<file path="src/rtl/fb_arbiter.sv">
// Framebuffer port arbiter: shares one single-port RAM between raster reads and draw writes.
// Optional per-frame stall/force statistics are enabled by defining FB_ARB_STATS_EN.
module fb_arbiter #(
    parameter int ADDR_W       = 17,
    parameter int DATA_W       = 12,
    parameter int RD_LAT       = 2,
    parameter int STARVE_LIMIT = 8
) (
    input  logic              clock,
    input  logic              reset,
    input  logic              vblank,
    input  logic              rd_req,
    input  logic [ADDR_W-1:0] rd_addr,
    output logic              rd_gnt,
    output logic [DATA_W-1:0] rd_data,
    output logic              rd_valid,
    input  logic              wr_req,
    input  logic [ADDR_W-1:0] wr_addr,
    input  logic [DATA_W-1:0] wr_data,
    output logic              wr_gnt,
    output logic              mem_en,
    output logic              mem_we,
    output logic [ADDR_W-1:0] mem_addr,
    output logic [DATA_W-1:0] mem_wdata,
    input  logic [DATA_W-1:0] mem_rdata
`ifdef FB_ARB_STATS_EN
    ,
    output logic [15:0]       stat_rd_stall,
    output logic [15:0]       stat_wr_stall,
    output logic [15:0]       stat_forced
`endif
);

    localparam int CNT_W = $clog2(STARVE_LIMIT + 1);
    localparam logic [CNT_W-1:0] LIMIT = CNT_W'(STARVE_LIMIT);

    // Handshake: a client holds req with stable addr/data until it sees gnt;
    // the transfer happens in the cycle where req && gnt, and a new request
    // may be raised in the cycle after gnt.

    logic              vblank_q;
    logic [CNT_W-1:0]  cnt_q, cnt_d;
    logic              force_q, force_d;
    logic              mem_en_q, mem_en_d;
    logic              mem_we_q, mem_we_d;
    logic [ADDR_W-1:0] mem_addr_q, mem_addr_d;
    logic [DATA_W-1:0] mem_wdata_q, mem_wdata_d;
    logic [RD_LAT:0]   vld_q, vld_d;
    logic              rd_valid_q, rd_valid_d;
    logic [DATA_W-1:0] rd_data_q, rd_data_d;
    logic              vblank_rise;
    logic              wr_wins;

    always_comb begin
        vblank_rise = vblank & ~vblank_q;
        // The force flag only matters in active video; vblank already favours writes.
        wr_wins     = vblank | force_q | ~rd_req;
        wr_gnt      = reset & wr_req & wr_wins;
        rd_gnt      = reset & rd_req & ~(wr_req & wr_wins);
    end

    always_comb begin
        cnt_d   = cnt_q;
        force_d = force_q;
        if (wr_gnt || !wr_req || vblank_rise) begin
            cnt_d   = '0;
            force_d = 1'b0;
        end else if (rd_gnt) begin
            if (cnt_q != LIMIT) begin
                cnt_d = cnt_q + CNT_W'(1);
            end
            if (cnt_d == LIMIT) begin
                force_d = 1'b1;
            end
        end
    end

    always_comb begin
        mem_en_d    = rd_gnt | wr_gnt;
        mem_we_d    = wr_gnt;
        mem_addr_d  = mem_addr_q;
        mem_wdata_d = mem_wdata_q;
        if (wr_gnt) begin
            mem_addr_d  = wr_addr;
            mem_wdata_d = wr_data;
        end else if (rd_gnt) begin
            mem_addr_d  = rd_addr;
        end
        // Bit k set means a read command issued k cycles ago; the tail lines up with mem_rdata.
        vld_d      = {vld_q[RD_LAT-1:0], rd_gnt};
        rd_valid_d = vld_q[RD_LAT];
        rd_data_d  = vld_q[RD_LAT] ? mem_rdata : rd_data_q;
    end

    always_ff @(posedge clock or negedge reset) begin
        if (!reset) begin
            vblank_q    <= 1'b0;
            cnt_q       <= '0;
            force_q     <= 1'b0;
            mem_en_q    <= 1'b0;
            mem_we_q    <= 1'b0;
            mem_addr_q  <= '0;
            mem_wdata_q <= '0;
            vld_q       <= '0;
            rd_valid_q  <= 1'b0;
            rd_data_q   <= '0;
        end else begin
            vblank_q    <= vblank;
            cnt_q       <= cnt_d;
            force_q     <= force_d;
            mem_en_q    <= mem_en_d;
            mem_we_q    <= mem_we_d;
            mem_addr_q  <= mem_addr_d;
            mem_wdata_q <= mem_wdata_d;
            vld_q       <= vld_d;
            rd_valid_q  <= rd_valid_d;
            rd_data_q   <= rd_data_d;
        end
    end

    assign mem_en    = mem_en_q;
    assign mem_we    = mem_we_q;
    assign mem_addr  = mem_addr_q;
    assign mem_wdata = mem_wdata_q;
    assign rd_valid  = rd_valid_q;
    assign rd_data   = rd_data_q;

`ifdef FB_ARB_STATS_EN
    logic [15:0] run_rd_q, run_rd_d;
    logic [15:0] run_wr_q, run_wr_d;
    logic [15:0] run_fc_q, run_fc_d;
    logic [15:0] out_rd_q, out_rd_d;
    logic [15:0] out_wr_q, out_wr_d;
    logic [15:0] out_fc_q, out_fc_d;
    logic        ev_rd, ev_wr, ev_fc;

    function automatic logic [15:0] sat_inc(input logic [15:0] v, input logic ev);
        sat_inc = (ev && v != 16'hFFFF) ? v + 16'd1 : v;
    endfunction

    always_comb begin
        ev_rd    = rd_req & ~rd_gnt;
        ev_wr    = wr_req & ~wr_gnt;
        ev_fc    = wr_gnt & rd_req & force_q & ~vblank;
        out_rd_d = out_rd_q;
        out_wr_d = out_wr_q;
        out_fc_d = out_fc_q;
        run_rd_d = sat_inc(run_rd_q, ev_rd);
        run_wr_d = sat_inc(run_wr_q, ev_wr);
        run_fc_d = sat_inc(run_fc_q, ev_fc);
        // Frame boundary: publish the finished frame, then this cycle starts the new one.
        if (vblank_rise) begin
            out_rd_d = run_rd_q;
            out_wr_d = run_wr_q;
            out_fc_d = run_fc_q;
            run_rd_d = sat_inc(16'd0, ev_rd);
            run_wr_d = sat_inc(16'd0, ev_wr);
            run_fc_d = sat_inc(16'd0, ev_fc);
        end
    end

    always_ff @(posedge clock or negedge reset) begin
        if (!reset) begin
            run_rd_q <= '0;
            run_wr_q <= '0;
            run_fc_q <= '0;
            out_rd_q <= '0;
            out_wr_q <= '0;
            out_fc_q <= '0;
        end else begin
            run_rd_q <= run_rd_d;
            run_wr_q <= run_wr_d;
            run_fc_q <= run_fc_d;
            out_rd_q <= out_rd_d;
            out_wr_q <= out_wr_d;
            out_fc_q <= out_fc_d;
        end
    end

    assign stat_rd_stall = out_rd_q;
    assign stat_wr_stall = out_wr_q;
    assign stat_forced   = out_fc_q;
`endif

endmodule

</file>
<file path="config.mk">
export PLATFORM = sky130hd
export DESIGN_NAME = fb_arbiter
export DESIGN_NICKNAME = d
export VERILOG_FILES = /design/src/rtl/fb_arbiter.sv
export SDC_FILE = /design/constraint.sdc
export NUM_CORES = 1
export LEC_CHECK = 0
export CAP_MARGIN = 15
export CORE_MARGIN = 2
export CORE_UTILIZATION = 25
export CTS_CLUSTER_SIZE = 16
export DETAILED_ROUTE_END_ITERATION = 8
export PLACE_DENSITY = 0.56
export SLEW_MARGIN = 10
export SYNTH_ARGS = -nofsm -noshare
export SYNTH_HDL_FRONTEND = slang
export SYNTH_SLANG_ARGS = --single-unit
</file>
<file path="constraint.sdc">
create_clock -name clock -period 1.36 [get_ports clock]
set_input_delay 0.204 -clock clock [delete_from_list [all_inputs] [get_ports clock]]
set_output_delay 0.204 -clock clock [all_outputs]
set_load 0.01 [all_outputs]
</file>
==> impl_results.html <==
<table>
<tr><th>Metric</th><th>Value</th></tr>
<tr><th colspan="2">Status</th></tr>
<tr><td>Run status</td><td>finished, violations left</td></tr>
<tr><td>Violated checks</td><td>negative setup slack</td></tr>
<tr><th colspan="2">Clocking</th></tr>
<tr><td>Root Buffer Master</td><td>sky130_fd_sc_hd__clkbuf_8</td></tr>
<tr><td>Clock-pin transition on the worst setup and hold timing paths</td><td>0.09 ns</td></tr>
<tr><td>CTS tree</td><td>done</td></tr>
<tr><td>Clock H-tree levels</td><td>2</td></tr>
<tr><td>CTS max path bufs</td><td>2</td></tr>
<tr><td>TritonCTS Buffers</td><td>5</td></tr>
<tr><td>Worst-Skew Late Latency</td><td>0.29 ns</td></tr>
<tr><td>Total clock sinks</td><td>53</td></tr>
<tr><th colspan="2">GRT</th></tr>
<tr><td>First-pass GRT wire length</td><td>9756 um</td></tr>
<tr><td>Vias in the first global route</td><td>2081</td></tr>
<tr><td>Global router's overall resource usage</td><td>12.38%</td></tr>
<tr><td>Antenna violations before repair</td><td>0</td></tr>
<tr><td>Remaining Overflow, GRT</td><td>0</td></tr>
<tr><td>Maximum number of pins on one net before global-route repair</td><td>41</td></tr>
<tr><th colspan="2">STA</th></tr>
<tr><td>Min cycle time layout</td><td>1.442 ns</td></tr>
<tr><td>Setup repair after global routing missed its margin</td><td>yes</td></tr>
<tr><td>Max-slew violations</td><td>0</td></tr>
<tr><td>Fmax achieved</td><td>693.5 MHz</td></tr>
<tr><td>Summed negative setup slack over all endpoints</td><td>-0.6295 ns</td></tr>
<tr><td>Final critical-path share of the clock period</td><td>106.0%</td></tr>
<tr><td>Transition at the pin with the smallest max-transition slack</td><td>0.7453 ns</td></tr>
<tr><td>Setup skew after layout</td><td>0.002178 ns</td></tr>
<tr><td>Final hold violations</td><td>0</td></tr>
<tr><td>Final Setup Violations</td><td>14</td></tr>
<tr><td>Worst-case headroom to the max-slew limit</td><td>50.15%</td></tr>
<tr><td>Slack of the critical path</td><td>-0.08192 ns</td></tr>
<tr><th colspan="2">Synth</th></tr>
<tr><td>Cell with the most instances after synthesis</td><td>sky130_fd_sc_hd__nand2_1</td></tr>
<tr><td>Total of flip-flops plus latches after synthesis</td><td>53</td></tr>
<tr><td>Post-Synthesis Net Count</td><td>281</td></tr>
<tr><td>Most frequent cells after synthesis</td><td>sky130_fd_sc_hd__nand2_1, sky130_fd_sc_hd__dfrtp_1, sky130_fd_sc_hd__nor2_1, sky130_fd_sc_hd__mux2_2, sky130_fd_sc_hd__a31oi_1</td></tr>
<tr><td>Distinct cells, synth</td><td>30</td></tr>
<tr><td>Total of warnings raised by yosys</td><td>0</td></tr>
<tr><td>Leading post-synthesis cells by cell area</td><td>sky130_fd_sc_hd__dfrtp_1, sky130_fd_sc_hd__nand2_1, sky130_fd_sc_hd__mux2_2, sky130_fd_sc_hd__nor2_1, sky130_fd_sc_hd__a31oi_1</td></tr>
<tr><td>Share of Yosys cell area claimed by the top area cell type</td><td>60.16%</td></tr>
<tr><td>Average size of a mapped cell</td><td>10.21 um^2</td></tr>
<tr><td>Count of mapped cells out of synthesis</td><td>216</td></tr>
<tr><td>Synth area leader</td><td>sky130_fd_sc_hd__dfrtp_1</td></tr>
<tr><td>Sequential-to-total area share from yosys stat</td><td>60.16%</td></tr>
<tr><td>Share of synthesized registers carrying an async set or reset</td><td>100.0%</td></tr>
<tr><td>Number of synthesized flops with an enable pin</td><td>0</td></tr>
<tr><td>Dominant register cell in the synthesized netlist</td><td>sky130_fd_sc_hd__dfrtp_1</td></tr>
<tr><td>Post-synth design cell area</td><td>2205 um^2</td></tr>
<tr><th colspan="2">Worst setup path</th></tr>
<tr><td>Endpoint of the worst register-to-register path</td><td>mem_addr[10]$_DFFE_PN0P_</td></tr>
<tr><td>Critical path data required time</td><td>1.16 ns</td></tr>
<tr><td>Worst-path cell chain</td><td>nor3b_2 &gt; or2_4 &gt; inv_2 &gt; buf_6</td></tr>
<tr><td>Largest delay contributor family on the critical path</td><td>flip-flops</td></tr>
<tr><td>Worst-path maximum fanout</td><td>2</td></tr>
<tr><td>Arr. time, crit path</td><td>1.24 ns</td></tr>
<tr><td>Beginning of the worst register-to-register path</td><td>force_q$_DFFE_PN0P_</td></tr>
<tr><td>Count of cells along the worst register-to-register path</td><td>6</td></tr>
<tr><td>Flop2flop setup slack</td><td>-0.07 ns</td></tr>
<tr><td>Critical path startpoint category</td><td>flip-flop</td></tr>
<tr><td>Crit-path slowest cell</td><td>sky130_fd_sc_hd__dfrtp_1</td></tr>
<tr><td>Slowest Stage Delay on Critical Path</td><td>0.40 ns</td></tr>
<tr><td>Critical Path End Type</td><td>output port</td></tr>
<tr><td>Number of buffer and inverter stages on the critical path</td><td>2</td></tr>
<tr><td>Kind of critical path</td><td>reg2out</td></tr>
<tr><th colspan="2">Floorplanning</th></tr>
<tr><td>Row count</td><td>34</td></tr>
<tr><td>Die width</td><td>97.91 um</td></tr>
<tr><td>Die area</td><td>9585 um^2</td></tr>
<tr><td>Die extent in y</td><td>97.91 um</td></tr>
<tr><td>Area of the core</td><td>8636 um^2</td></tr>
<tr><td>Boundary pin count</td><td>109</td></tr>
<tr><td>Initial core utilization</td><td>25.53%</td></tr>
<tr><th colspan="2">Power</th></tr>
<tr><td>Pwr Density</td><td>1054 nW/um^2</td></tr>
<tr><td>Leakage power total</td><td>1.758 nW</td></tr>
<tr><td>Total power after layout</td><td>3.982 mW</td></tr>
<tr><td>IR Drop Worst-Case VDD</td><td>417.0 uV</td></tr>
<tr><th colspan="2">Worst hold path</th></tr>
<tr><td>Type of the worst min-delay path</td><td>in2async</td></tr>
<tr><th colspan="2">Finish</th></tr>
<tr><td>Nets</td><td>411</td></tr>
<tr><td>Post-layout util</td><td>43.74%</td></tr>
<tr><td>Area grow syn2layout</td><td>71.34%</td></tr>
<tr><td>Fraction of layout instances using a drive strength above 1</td><td>21.04%</td></tr>
<tr><td>Antenna Cells</td><td>0</td></tr>
<tr><td>Filler instances</td><td>866</td></tr>
<tr><th colspan="2">Routing</th></tr>
<tr><td>Wire length after detailed routing</td><td>5982 um</td></tr>
<tr><td>DRC Markers</td><td>0</td></tr>
<tr><td>Vias after detailed routing</td><td>2030</td></tr>
<tr><td>Violation count after the first detailed-route iteration</td><td>34</td></tr>
<tr><td>Average routed wire per standard cell</td><td>13.15 um</td></tr>
<tr><td>Count of nets left with antenna violations after detail routing</td><td>0</td></tr>
<tr><td>Vias per cell</td><td>4.462</td></tr>
<tr><td>Router iterations before antenna repair</td><td>4</td></tr>
<tr><th colspan="2">Flow run</th></tr>
<tr><td>Maximum Capacitance Violations</td><td>0</td></tr>
<tr><th colspan="2">Placement</th></tr>
<tr><td>Buffers added on ports</td><td>108</td></tr>
<tr><td>Final Wtd Congestion</td><td>0.7607</td></tr>
<tr><td>Half-perimeter wire length after placement</td><td>4142 um</td></tr>
<tr><td>Worst setup slack before clock tree synthesis</td><td>-0.5611 ns</td></tr>
</table>
layout make-up:
| cell class | count | area [um^2] | share of cell area [%] |
|---|---|---|---|
| flip-flops and latches | 53 | 1326 | 35.11 |
| clock inverters | 1 | 30.03 | 0.7950 |
| inverters | 6 | 22.52 | 0.5962 |
| multi-input cells | 146 | 915.9 | 24.25 |
| repair buffers | 134 | 1261 | 33.39 |
| clock buffers | 7 | 86.33 | 2.286 |
| well taps | 108 | 135.1 | 3.577 |
flip-flops by register name, indices dropped and copies added, names as in the netlist:
name       flops
mem_addr      17
rd_data       12
mem_en         1
mem_we         1
vld_q          3
mem_wdata     12
vblank_q       1
cnt_q          4
rd_valid       1
force_q        1
worst max-delay path by stage:
stage | start | end | slack [ns] | depth (start not counted)
2_1_floorplan | force_q$_DFFE_PN0P_ | mem_addr[0]$_DFFE_PN0P_ | 0.02 | 7
3_3_place_gp | vblank | rd_gnt | -0.56 | 6
3_5_place_dp | vblank | rd_gnt | -0.56 | 6
4_1_cts | force_q$_DFFE_PN0P_ | wr_gnt | -0.14 | 4
5_1_grt | force_q$_DFFE_PN0P_ | wr_gnt | -0.17 | 4
6_report | force_q$_DFFE_PN0P_ | wr_gnt | -0.08 | 4
worst register-to-register path, stage by stage, from the launching register on:
cell and delay [ns]:
sky130_fd_sc_hd__dfrtp_1 0.40, sky130_fd_sc_hd__nor3b_2 0.20, sky130_fd_sc_hd__or2_4 0.18, sky130_fd_sc_hd__inv_2 0.05, sky130_fd_sc_hd__buf_6 0.17, sky130_fd_sc_hd__o32ai_2 0.27
sky130_fd_sc_hd__nor2_1 0.06
stage by stage:
| stage | hold slack (ns) | area, um^2 | std cells |
|---|---|---|---|
| final | 0.003049 | 3777 | 455 |
| after detailed placement | 0.2232 | 3482 | 436 |
| after global routing | 0.04936 | 3777 | 455 |
| after floorplan | -0.09159 | 2205 | 216 |
| after CTS | 0.01402 | 3725 | 455 |
| after global placement | 0.2133 | 3482 | 436 |
where the power goes:
part	internal, mW	switching, mW	leakage (nW)	total [mW]
logic	0.565	0.432	1.06	0.996
clock network	0.601	0.503	0.0585	1.10
registers	1.78	0.100	0.643	1.88
total	2.95	1.03	1.76	3.98
cells in the final DEF, fill, tap and decap left out, types with 2 or more instances in the layout:
master	n
sky130_fd_sc_hd__a21oi_2	2
sky130_fd_sc_hd__nand2_2	2
sky130_fd_sc_hd__nor2_1	25
sky130_fd_sc_hd__inv_2	3
sky130_fd_sc_hd__a21oi_1	4
sky130_fd_sc_hd__inv_1	3
sky130_fd_sc_hd__xor2_1	2
sky130_fd_sc_hd__nor2_2	3
sky130_fd_sc_hd__o32ai_2	7
sky130_fd_sc_hd__buf_4	20
sky130_fd_sc_hd__dlygate4sd2_1	44
sky130_fd_sc_hd__nand2_1	59
sky130_fd_sc_hd__buf_12	2
sky130_fd_sc_hd__clkdlybuf4s50_1	61
sky130_fd_sc_hd__dfrtp_1	53
sky130_fd_sc_hd__mux2_2	12
sky130_fd_sc_hd__buf_6	4
sky130_fd_sc_hd__clkbuf_8	6
sky130_fd_sc_hd__nor2b_1	2
sky130_fd_sc_hd__and3_1	2
sky130_fd_sc_hd__a31oi_1	10
sky130_fd_sc_hd__o21ai_4	2
kinds of logic after synthesis:
logic type | synth area share (%)
and+or+nand+nor | 18.79
xor gates and xnor gates | 0.7947
DFF | 60.16
muxes | 6.583
buffers and inverters | 3.689
AOI/OAI and AO/OA | 8.854
adders and majority gates | 1.135
repair_timing:
item / in CTS / in global routing
setup endpoints to repair: 78 / 37
hold buffers: 1 / 0
pin swaps: 10 / 6
gates resized for setup: 76 / 13
endpoints found under the hold margin: 16 / 0
setup buffers: 10 / 1
per-layer routing:
| metal | track usage, % | wire (um) | vias to the layer above | share of wire (%) |
|---|---|---|---|---|
| met3 | 3.865 | 490 | 6 | 8.2 |
| met1 | 14.83 | 2574 | 969 | 43 |
| li1 | - | - | 978 | - |
| met2 | 21.92 | 2880 | 77 | 48 |
| met4 | 2.564 | 37 | 0 | 0.62 |
| met5 | 0 | 0 | - | 0 |
Note: power is estimated with default switching activity, not from simulation.
